**src/rtl/sobel_stream_engine_if.sv**
```systemverilog
// sobel_stream_engine_if: control, status and DPBRAM ports of the Sobel engine
interface sobel_stream_engine_if #(
    parameter int DATA_WIDTH = 8,
    parameter int ADDR_WIDTH = 12
);
    logic                  i_en;
    logic                  i_run;
    logic                  i_mode;
    logic [DATA_WIDTH-1:0] i_thresh;
    logic                  o_idle;
    logic                  o_read;
    logic                  o_write;
    logic                  o_done;
    logic                  src_ce;
    logic [ADDR_WIDTH-1:0] src_addr;
    logic [DATA_WIDTH-1:0] src_q;
    logic                  dst_ce;
    logic                  dst_we;
    logic [ADDR_WIDTH-1:0] dst_addr;
    logic [DATA_WIDTH-1:0] dst_d;
    modport master (
        input  i_en, i_run, i_mode, i_thresh, src_q,
        output o_idle, o_read, o_write, o_done, src_ce, src_addr, dst_ce, dst_we, dst_addr, dst_d
    );
    modport slave (
        output i_en, i_run, i_mode, i_thresh, src_q,
        input  o_idle, o_read, o_write, o_done, src_ce, src_addr, dst_ce, dst_we, dst_addr, dst_d
    );
endinterface

```
**src/rtl/sobel_stream_engine.sv**
```systemverilog
// sobel_stream_engine: streams an image from a source DPBRAM through a 3x3 Sobel filter into a destination DPBRAM
module sobel_stream_engine #(
    parameter int DATA_WIDTH = 8,
    parameter int ADDR_WIDTH = 12,
    parameter int IMG_W      = 64,
    parameter int IMG_H      = 64
) (
    input logic                   clk,
    input logic                   rst,
    sobel_stream_engine_if.master bus
);
    localparam int GW = DATA_WIDTH + 3;
    localparam int CW = $clog2(IMG_W);
    localparam int RW = $clog2(IMG_H);
    localparam logic [ADDR_WIDTH-1:0] LAST_RD = ADDR_WIDTH'(IMG_W * IMG_H - 1);
    localparam logic [ADDR_WIDTH-1:0] LAST_WR = ADDR_WIDTH'((IMG_H - 1) * IMG_W - 2);
    localparam logic [ADDR_WIDTH-1:0] CTR_OFS = ADDR_WIDTH'(IMG_W + 1);
    typedef enum logic [1:0] {IDLE, RUN, DRAIN, DONE} state_t;
    state_t st, nxt;
    logic [ADDR_WIDTH-1:0] rd_cnt, a1, a2, dst_addr_q;
    logic [CW-1:0] col, c1;
    logic [RW-1:0] row, r1;
    logic v1, v2, dst_v, mode_q;
    logic [DATA_WIDTH-1:0] thr_q, dst_d_q, sat, res;
    logic [2:0][2:0][DATA_WIDTH-1:0] win;
    logic [DATA_WIDTH-1:0] lb0 [IMG_W];
    logic [DATA_WIDTH-1:0] lb1 [IMG_W];
    logic [GW-1:0] gx, gy, ax, ay, mag;

    // state register
    always_ff @(posedge clk)
        if (rst) st <= IDLE;
        else     st <= nxt;

    // next state; every transition waits for an enabled cycle
    always_comb begin
        nxt = st;
        if (bus.i_en)
            case (st)
                IDLE:    nxt = bus.i_run ? RUN : IDLE;
                RUN:     nxt = (rd_cnt == LAST_RD) ? DRAIN : RUN;
                DRAIN:   nxt = (dst_v && dst_addr_q == LAST_WR) ? DONE : DRAIN;
                default: nxt = IDLE;
            endcase
    end

    // raster read counters plus mode/threshold captured at start
    always_ff @(posedge clk)
        if (rst) begin
            rd_cnt <= '0;
            col    <= '0;
            row    <= '0;
            mode_q <= 1'b0;
            thr_q  <= '0;
        end else if (bus.i_en) begin
            if (st == IDLE && bus.i_run) begin
                rd_cnt <= '0;
                col    <= '0;
                row    <= '0;
                mode_q <= bus.i_mode;
                thr_q  <= bus.i_thresh;
            end else if (st == RUN) begin
                rd_cnt <= rd_cnt + 1'b1;
                col    <= (col == CW'(IMG_W - 1)) ? '0 : col + 1'b1;
                row    <= (col == CW'(IMG_W - 1)) ? row + 1'b1 : row;
            end
        end

    // pipeline: read issue -> window shift -> registered result
    always_ff @(posedge clk)
        if (rst) begin
            v1         <= 1'b0;
            v2         <= 1'b0;
            dst_v      <= 1'b0;
            a1         <= '0;
            a2         <= '0;
            c1         <= '0;
            r1         <= '0;
            win        <= '0;
            dst_addr_q <= '0;
            dst_d_q    <= '0;
        end else if (bus.i_en) begin
            v1 <= st == RUN;
            a1 <= rd_cnt;
            c1 <= col;
            r1 <= row;
            v2 <= v1 && r1 >= RW'(2) && c1 >= CW'(2);
            a2 <= a1 - CTR_OFS;
            if (v1) begin
                win[0][1:0] <= win[0][2:1];
                win[1][1:0] <= win[1][2:1];
                win[2][1:0] <= win[2][2:1];
                win[0][2]   <= lb0[c1];
                win[1][2]   <= lb1[c1];
                win[2][2]   <= bus.src_q;
            end
            dst_v      <= v2;
            dst_addr_q <= a2;
            dst_d_q    <= res;
        end

    // line buffers: lb1 holds the previous row, lb0 the row before it
    always_ff @(posedge clk)
        if (bus.i_en && v1) begin
            lb0[c1] <= lb1[c1];
            lb1[c1] <= bus.src_q;
        end

    // gradients, L1 magnitude with saturation, and output mode select
    always_comb begin
        gx  = (GW'(win[0][2]) + (GW'(win[1][2]) << 1) + GW'(win[2][2]))
            - (GW'(win[0][0]) + (GW'(win[1][0]) << 1) + GW'(win[2][0]));
        gy  = (GW'(win[2][0]) + (GW'(win[2][1]) << 1) + GW'(win[2][2]))
            - (GW'(win[0][0]) + (GW'(win[0][1]) << 1) + GW'(win[0][2]));
        ax  = gx[GW-1] ? -gx : gx;
        ay  = gy[GW-1] ? -gy : gy;
        mag = ax + ay;
        sat = |mag[GW-1:DATA_WIDTH] ? '1 : mag[DATA_WIDTH-1:0];
        res = mode_q ? ((sat >= thr_q) ? '1 : '0) : sat;
    end

    assign bus.o_idle   = st == IDLE;
    assign bus.o_read   = st == RUN;
    assign bus.o_done   = st == DONE && bus.i_en;
    assign bus.src_ce   = st == RUN && bus.i_en;
    assign bus.src_addr = rd_cnt;
    assign bus.dst_ce   = dst_v && bus.i_en;
    assign bus.dst_we   = dst_v && bus.i_en;
    assign bus.o_write  = dst_v && bus.i_en;
    assign bus.dst_addr = dst_addr_q;
    assign bus.dst_d    = dst_d_q;
endmodule

```
**src/flat_wrapper.sv**
```systemverilog
// flat-port wrapper written by rule: the top's interface ports become plain ports
module sobel_stream_engine_flat 
#(
    parameter int DATA_WIDTH = 8,
    parameter int ADDR_WIDTH = 12,
    parameter int IMG_W      = 64,
    parameter int IMG_H      = 64
)
  (clk, rst, bus_i_en, bus_i_run, bus_i_mode, bus_i_thresh, bus_src_q, bus_o_idle, bus_o_read, bus_o_write, bus_o_done, bus_src_ce, bus_src_addr, bus_dst_ce, bus_dst_we, bus_dst_addr, bus_dst_d);
  sobel_stream_engine_if #(.DATA_WIDTH(DATA_WIDTH), .ADDR_WIDTH(ADDR_WIDTH)) bus_i ();
  input logic clk;
  input logic rst;
  input wire logic [$bits(bus_i.i_en)-1:0] bus_i_en;
  input wire logic [$bits(bus_i.i_run)-1:0] bus_i_run;
  input wire logic [$bits(bus_i.i_mode)-1:0] bus_i_mode;
  input wire logic [$bits(bus_i.i_thresh)-1:0] bus_i_thresh;
  input wire logic [$bits(bus_i.src_q)-1:0] bus_src_q;
  output wire logic [$bits(bus_i.o_idle)-1:0] bus_o_idle;
  output wire logic [$bits(bus_i.o_read)-1:0] bus_o_read;
  output wire logic [$bits(bus_i.o_write)-1:0] bus_o_write;
  output wire logic [$bits(bus_i.o_done)-1:0] bus_o_done;
  output wire logic [$bits(bus_i.src_ce)-1:0] bus_src_ce;
  output wire logic [$bits(bus_i.src_addr)-1:0] bus_src_addr;
  output wire logic [$bits(bus_i.dst_ce)-1:0] bus_dst_ce;
  output wire logic [$bits(bus_i.dst_we)-1:0] bus_dst_we;
  output wire logic [$bits(bus_i.dst_addr)-1:0] bus_dst_addr;
  output wire logic [$bits(bus_i.dst_d)-1:0] bus_dst_d;
  assign bus_i.i_en = bus_i_en;
  assign bus_i.i_run = bus_i_run;
  assign bus_i.i_mode = bus_i_mode;
  assign bus_i.i_thresh = bus_i_thresh;
  assign bus_i.src_q = bus_src_q;
  assign bus_o_idle = bus_i.o_idle;
  assign bus_o_read = bus_i.o_read;
  assign bus_o_write = bus_i.o_write;
  assign bus_o_done = bus_i.o_done;
  assign bus_src_ce = bus_i.src_ce;
  assign bus_src_addr = bus_i.src_addr;
  assign bus_dst_ce = bus_i.dst_ce;
  assign bus_dst_we = bus_i.dst_we;
  assign bus_dst_addr = bus_i.dst_addr;
  assign bus_dst_d = bus_i.dst_d;
  sobel_stream_engine #(.DATA_WIDTH(DATA_WIDTH), .ADDR_WIDTH(ADDR_WIDTH), .IMG_W(IMG_W), .IMG_H(IMG_H)) u_core (.clk(clk), .rst(rst), .bus(bus_i));
endmodule
```
**config.mk**
```make
export PLATFORM = sky130hd
export DESIGN_NAME = sobel_stream_engine_flat
export DESIGN_NICKNAME = d
export VERILOG_FILES = /design/src/rtl/sobel_stream_engine_if.sv /design/src/rtl/sobel_stream_engine.sv /design/src/flat_wrapper.sv
export SDC_FILE = /design/constraint.sdc
export NUM_CORES = 1
export LEC_CHECK = 0
export ABC_CLOCK_PERIOD_IN_PS = 9950
export CAP_MARGIN = 20
export CORE_MARGIN = 2
export CORE_UTILIZATION = 59
export CTS_CLUSTER_SIZE = 30
export DETAILED_ROUTE_END_ITERATION = 10
export DONT_BUFFER_PORTS = 1
export PLACE_DENSITY_LB_ADDON = 0.25
export SLEW_MARGIN = 40
export SYNTH_ARGS = -nofsm -noshare
export SYNTH_HDL_FRONTEND = slang
export SYNTH_SLANG_ARGS = --single-unit
```
**constraint.sdc**
```tcl
create_clock -name clk -period 9.95 [get_ports clk]
set_input_delay 0.995 -clock clk [delete_from_list [all_inputs] [get_ports clk]]
set_output_delay 0.995 -clock clk [all_outputs]
set_load 0.05 [all_outputs]
```
==> metrics.md, run 1 <==
| Metric | Value |
|---|---|
| Clock network latency to the later pin of the worst-skew pair | 710 ps |
| Final Cell Area | 54300 µm² |
| DR iter-0 viols | 3443 |
| Synth cell types | 77 |
| Fmax | 0.110 GHz |
| Die Span Y | 292 µm |
| Final hold violations | 0 |
| Worst slew pin tran | 918 ps |
| Clk sinks | 1195 |
| Syn Nets | 3218 |
| Slew Limit Fails | 0 |
| Die Width | 292 µm |
| Routed WL | 119 mm |
| Post-route DRC | 0 |
| Relative slew margins | 38.3% |
| Minimum clock period | 9100 ps |
| CP most frequent cell | a21oi_1 |
| Period utilisation layout | 91.4% |
| Slowest CP cell | fa_1 |
| Synth warn | 0 |
| Post-route ant nets | 0 |
| Initial Util | 59.6% |
| Die area | 85200 µm² |
| Most frequent cells in the layout | 1024 x edfxtp_1, 231 x nand2_1, 203 x nor2_1, 164 x mux4_2, 164 x dfxtp_1 |
| Worst VDD drop | 0.000201 V |
| Synthesized flop and latch total | 1195 |
| EDFF count, synth | 1024 |
| Vias/cell | 6.59 |
| Endpoints failing setup | 0 |
| Max Cap Viol | 0 |
| I/O pins | 60 |
| Setup WS post-layout | 854 ps |
| Final GP Congestion | 0.880 |
| Min-Delay Path Class | input pin to flop |
| Final HPWL DP | 68.7 mm |
| Data arrival, critical path | 9620 ps |
| Status | complete, no violations |
| CTS max path bufs | 3 |
| Syn Area/Cell | 15.9 µm² |
| Most common cell after layout, fill and taps aside | edfxtp_1 |
| WS Path Type | flop to flop |
| RSZ-0062 raised after global routing | false |
| Vias in the first global route | 27.9k |
| CP Capture Type | flop |
| Dpl cell area | 50400 µm² |
| Share of layout cells above drive strength 1 | 15.5% |
| Initial antenna violation count | 3 |
| Critical Path Source | u_core.win[17] |
| Inserted Diodes | 0 |
| Total track usage | 28.0% |
| Mapped Cells | 3080 |
| CP Launch Type | flop |
| Post-route clock skew | 51.3 ps |
| Crit path max fanout | 16 |
| Async SR Flop Fraction | 0% |
| Seq/Total Area, Yosys | 69.9% |
| Setup TNS | 0 ps |
| # H-tree levels | 3 |
| Total gr overflow | 0 |
| First-pass GRT wire length | 177 mm |
| Pleak | 17.5 nW |
| Slowest stage delay, CP | 520 ps |
| PD cells | 204 nW/µm² |
| Final layout net count | 3261 |
| Synth Flop Type | edfxtp_1 |
| DRT Pass-1 Iters | 6 |
| Core area | 82100 µm² |
| Drt wl/cell | 27.7 µm |
| Min-delay src | bus_src_q[6] |
| CTS tree | built |
| Clock transition at path regs | 60 ps |
| Synth-to-layout area growth | 11.1% |
| CTS resizes | 0 |
| Port Buf Inserts | 0 |
| TritonCTS Buffers | 116 |
| # hold bufs at CTS | 0 |
| Largest net degree at the start of global routing | 146 |
| FP Rows | 105 |
| Post-placement setup slack | 660 ps |
| WP data required | 10470 ps |
| Post-CTS Setup Bufs | 0 |
| Filler cell count in the final layout | 5354 |
| Worst r2r src | u_core.win[17] |
| Post-Synthesis Cell Area | 48900 µm² |
| Root Driver | clkbuf_16 |
| Vias | 28.3k |
==> where the power goes <==
group	internal [mW]	total, mW	switching (mW)
clock	2.49	4.39	1.90
combinational	0.461	1.16	0.701
sequential	5.44	5.53	0.0878
total	8.39	11.1	2.69
==> synth_stat cells (all sizes together), types with 6 or more instances <==
cell type     n  area [µm²]
buf          41         178
nor3b        11        87.6
or3           9        56.3
a21oi       153         785
ha           80        1000
a22o         36         315
o21ai        62         310
mux2i        59         591
o31ai         7        52.6
a311oi        9        78.8
a211oi       20         155
and2         11        68.8
nand2b       13        81.3
mux2         14         158
nor2b        20         125
nand2       232         871
a41oi         6        52.6
fa           37         741
nor3         31         155
nand3        27         135
inv          94         353
nand4        20         125
edfxtp     1024       30700
a21o         12        90.1
nor2        204         766
a31oi        29         181
xnor2        44         385
clkbuf      130         488
a22oi       122         916
mux4        172        3870
xor2         37         332
o21bai        9        67.6
and3          8        50.1
a221oi       47         412
dfxtp       171        3420
==> layer usage <==
layer / GRT usage, % / wire length [µm] / up-vias
li1: - / - / 12100
met3: 4.65 / 10700 / 253
met5: 0 / 10 / -
met1: 38.4 / 46000 / 14400
met4: 9.64 / 4040 / 2
met2: 46.0 / 58000 / 1551
==> metrics by stage <==
stage,total power [mW],hold WS (ps),cells,util (%)
global route,11.4,362,4290,66.1
floorplan,6.56,432,3080,-
finish,11.1,384,4290,66.1
detailed placement,6.76,442,4072,61.4
CTS,11.1,356,4287,66.0
global placement,6.71,433,4071,61.3
==> worst max-delay path: cells and delay by family (launching register included) <==
family	cells	cell delay, ps
buffers and inverters	4	220
flip-flops	1	390
AND/OR/NAND/NOR	2	350
AO/OA/AOI/OAI	20	4270
adder cells (fa/ha/maj)	7	2710
XOR/XNOR	3	970
==> worst paths after layout <==
kind,depth (start not counted),slack (ps),end
max,36,850,u_core.bus.dst_d[2]
min,0,380,u_core.lb1[58][6]
max reg2reg,36,850,u_core.bus.dst_d[2]
min reg2reg,2,450,u_core.win[31]
==> state kept, by name, indices dropped and copies added, names as in the netlist, 8 cells and up, named ones only <==
signal and flops:
u_core.bus.dst_addr 12, u_core.win 72, u_core.lb0 512, u_core.bus.src_addr 12, u_core.lb1 512, u_core.bus.dst_d 8
u_core.a2 12, u_core.a1 12, u_core.thr_q 8
==> cells by family (layout without fill, tap and decap cells) <==
family,after synthesis,after routing,synth area share (%)
DFF,1195,1195,69.9
and+or+nand+nor,614,614,5.62
AOI/OAI and AO/OA,563,563,7.94
buffers and inverters,265,405,2.08
muxes,245,245,9.45
adders and majority gates,117,117,3.56
xor gates and xnor gates,81,81,1.47
==> final cells by class <==
| type | count | area [µm²] | area share (%) |
|---|---|---|---|
| Tap cell | 1070 | 1340 | 2.46 |
| Inverter | 94 | 353 | 0.650 |
| Clock buffer | 132 | 3000 | 5.53 |
| Sequential cell | 1195 | 34200 | 62.9 |
| Timing Repair Buffer | 96 | 811 | 1.49 |
| Multi-Input combinational cell | 1620 | 13800 | 25.4 |
| Clock inverter | 83 | 836 | 1.54 |
No activity file was read; power rests on OpenSTA's default activity.
==> inputs of run 2 (changes only) <==
--- a/constraint.sdc
+++ b/constraint.sdc
@@ -3,2 +3,2 @@
 set_output_delay 0.995 -clock clk [all_outputs]
-set_load 0.05 [all_outputs]
+set_load 0.1 [all_outputs]
==> run 2 against run 1 <==
Effect of this change: register-to-register slack improved by 100 ps; combinational power barely moved; flip-flop and latch count unchanged; largest cell class unchanged; largest power group unchanged.
==> metrics.md, run 2 (synthesized netlist as in run 1, its figures left out) <==
| Metric | Value |
|---|---|
| Register Area | 34200 µm² (+0.11%) |
| Min-Delay Path Class | input pin to flop |
| CTS tree | built |
| Setup TNS | 0 ps (unchanged) |
| Drt wl/cell | 27.8 µm (+0.43%) |
| Endpoints failing setup | 0 (unchanged) |
| Largest net degree at the start of global routing | 146 (unchanged) |
| Fmax | 0.111 GHz (+1.1%) |
| Seq pwr share | 50.0% (about the same) |
| Total track usage | 28.3% (+0.31 points) |
| Sw Share | 24.5% (+0.25 points) |
| Total chip power | 11.2 mW (+1.1%) |
| Clock transition at path regs | 60 ps (about the same) |
| Final HPWL DP | 68.7 mm (about the same) |
| Hold depth | 0 (unchanged) |
| Worst r2r src | u_core.win[17] |
| Worst VDD drop | 0.000251 V (+25%) |
| Post-placement setup slack | 683 ps (+22.9 ps) |
| Root Driver | clkbuf_16 |
| RSZ-0062 raised after global routing | false |
| Post-CTS Setup Bufs | 0 (unchanged) |
| Share of layout cells above drive strength 1 | 16.3% (+0.87 points) |
| CP most frequent cell | a21oi_1 |
| Die area | 85200 µm² (unchanged) |
| Relative slew margins | 36.3% (-1.9 points) |
| WP data required | 10490 ps (+20 ps) |
| Pleak | 17.6 nW (+0.13%) |
| R2r worst-path depth | 36 (unchanged) |
| Slowest stage delay, CP | 530 ps (about the same) |
| Initial antenna violation count | 6 (+3) |
| # H-tree levels | 3 (unchanged) |
| Vias/cell | 6.55 (-0.73%) |
| Critical R2R Capture | u_core.bus.dst_d[2] |
| Post-route DRC | 0 (unchanged) |
| DR iter-0 viols | 3476 (+0.96%) |
| Inst Count DP | 4074 (+0.049%) |
| CP Capture Type | flop |
| Min-delay src | bus_src_q[6] |
| Multi-input gate area | 13800 µm² (unchanged) |
| Clock power frac | 39.4% (-0.2 points) |
| Final GP Congestion | 0.881 (+0.17%) |
| CP Launch Type | flop |
| Setup WS post-layout | 957 ps (+103 ps) |
| Max Cap Viol | 0 (unchanged) |
| Synth-to-layout area growth | 11.1% (about the same) |
| Core area | 82100 µm² (unchanged) |
| First-pass GRT wire length | 179 mm (+0.95%) |
| Period utilisation layout | 90.4% (-1.0 points) |
| FF-to-FF setup slack | 960 ps (+100 ps) |
| WS Path Type | flop to flop |
| PD cells | 206 nW/µm² (+1.1%) |
| TritonCTS Buffers | 114 (-1.7%) |
| Filler cell count in the final layout | 5415 (+1.1%) |
| Port Buf Inserts | 0 (unchanged) |
| CTS max path bufs | 3 (unchanged) |
| Status | complete, no violations |
| Most common cell after layout, fill and taps aside | edfxtp_1 |
| FP Rows | 105 (unchanged) |
| DRT Pass-1 Iters | 6 (unchanged) |
| Worst slew pin tran | 946 ps (+28.6 ps) |
| Data arrival, critical path | 9530 ps (-90 ps) |
| Final hold violations | 0 (unchanged) |
| Internal Power | 8.46 mW (+0.79%) |
| Slew Limit Fails | 0 (unchanged) |
| Inserted Diodes | 0 (unchanged) |
| Die Span Y | 292 µm (unchanged) |
| Non-filler instance count after layout | 4290 (unchanged) |
| Die Width | 292 µm (unchanged) |
| Most frequent cells in the layout | 1024 x edfxtp_1, 231 x nand2_1, 203 x nor2_1, 165 x mux4_2, 148 x a21oi_1 |
| Slowest CP cell | fa_1 |
| Initial Util | 59.6% (unchanged) |
| Final layout net count | 3260 (-0.031%) |
| Switch Pwr | 2.75 mW (+2.2%) |
| Post-route clock skew | 49.5 ps (-1.87 ps) |
| Clock network latency to the later pin of the worst-skew pair | 710 ps (about the same) |
| Total gr overflow | 0 (unchanged) |
| Crit path max fanout | 16 (unchanged) |
| Post-route ant nets | 0 (unchanged) |
| Regs by FF count | u_core.lb0 (512), u_core.lb1 (512), u_core.win (72) |
| Logic pwr share | 10.6% (about the same) |
| Vias in the first global route | 28.0k (+0.50%) |
| Worst Hold End | u_core.lb1[36][6] |
| I/O pins | 60 (unchanged) |
| Minimum clock period | 8990 ps (-103 ps) |
| Clk sinks | 1195 (unchanged) |
| Routed WL | 119 mm (+0.43%) |
| Vias | 28.1k (-0.73%) |
run 2: cell types whose count changed in the layout (fill, tap and decap cells not counted), sizes merged:
cell and delta:
bufinv +3, clkinvlp -4, clkbuf +7, buf +1, clkinv -8, inv +1
run 2: cell type report:
type | instances | area share [%]
clock inverters | 75 | 1.52
flip-flops and latches | 1195 | 63.0
inverters | 94 | 0.649
clock buffers | 139 | 5.54
multi-input cells | 1620 | 25.4
well taps | 1070 | 2.46
repair buffers | 97 | 1.49
run 2: per-stage QoR:
stage | area (µm²) | util (%) | hold slack, ps
2_1_floorplan | 48900 | - | 432
3_3_place_gp | 50400 | 61.3 | 433
3_5_place_dp | 50400 | 61.4 | 442
4_1_cts | 54300 | 66.1 | 355
5_1_grt | 54400 | 66.2 | 364
6_report | 54400 | 66.2 | 391
run 2: worst max-delay path, delay by kind of cell (launching register included):
kind	cells	cell delay (ps)
buffers and inverters	4	210
adder cells (fa/ha/maj)	7	2710
XOR/XNOR	3	1000
AND/OR/NAND/NOR	2	360
flip-flops	1	410
AO/OA/AOI/OAI	20	4170
run 2: worst max-delay path by stage:
stage                              start             endpoint  cells after the start
after global routing      u_core.win[17]  u_core.bus.dst_d[2]                     36
after floorplan           u_core.win[17]  u_core.bus.dst_d[4]                     37
after CTS                 u_core.win[17]  u_core.bus.dst_d[2]                     37
after detailed placement  u_core.win[17]  u_core.bus.dst_d[2]                     37
final                     u_core.win[17]  u_core.bus.dst_d[2]                     36
after global placement    u_core.win[17]  u_core.bus.dst_d[4]                     37
run 2: repair_timing:
| action | CTS | global route |
|---|---|---|
| gates resized for setup | 0 | 2 |
| endpoints found under the setup margin | 0 | 8 |
| endpoints found under the hold margin | 0 | 0 |
| hold buffers | 0 | 0 |
run 2: routing by layer:
| layer | vias up | global-route usage [%] | part of all wire, % |
|---|---|---|---|
| li1 | 12100 | - | - |
| met3 | 215 | 5.59 | 10 |
| met2 | 1559 | 46.3 | 49 |
| met5 | - | 0 | 0.014 |
| met1 | 14200 | 38.8 | 38 |
| met4 | 2 | 8.84 | 2.9 |
run 2: power by group through the flow:
stage               clock [mW]  sequential, mW  combinational (mW)
finish                    4.42            5.60                1.19
global route              4.65            5.60                1.32
CTS                       4.44            5.60                1.15
detailed placement           0            5.71                1.15
global placement             0            5.71                1.07
floorplan                    0            5.70               0.931
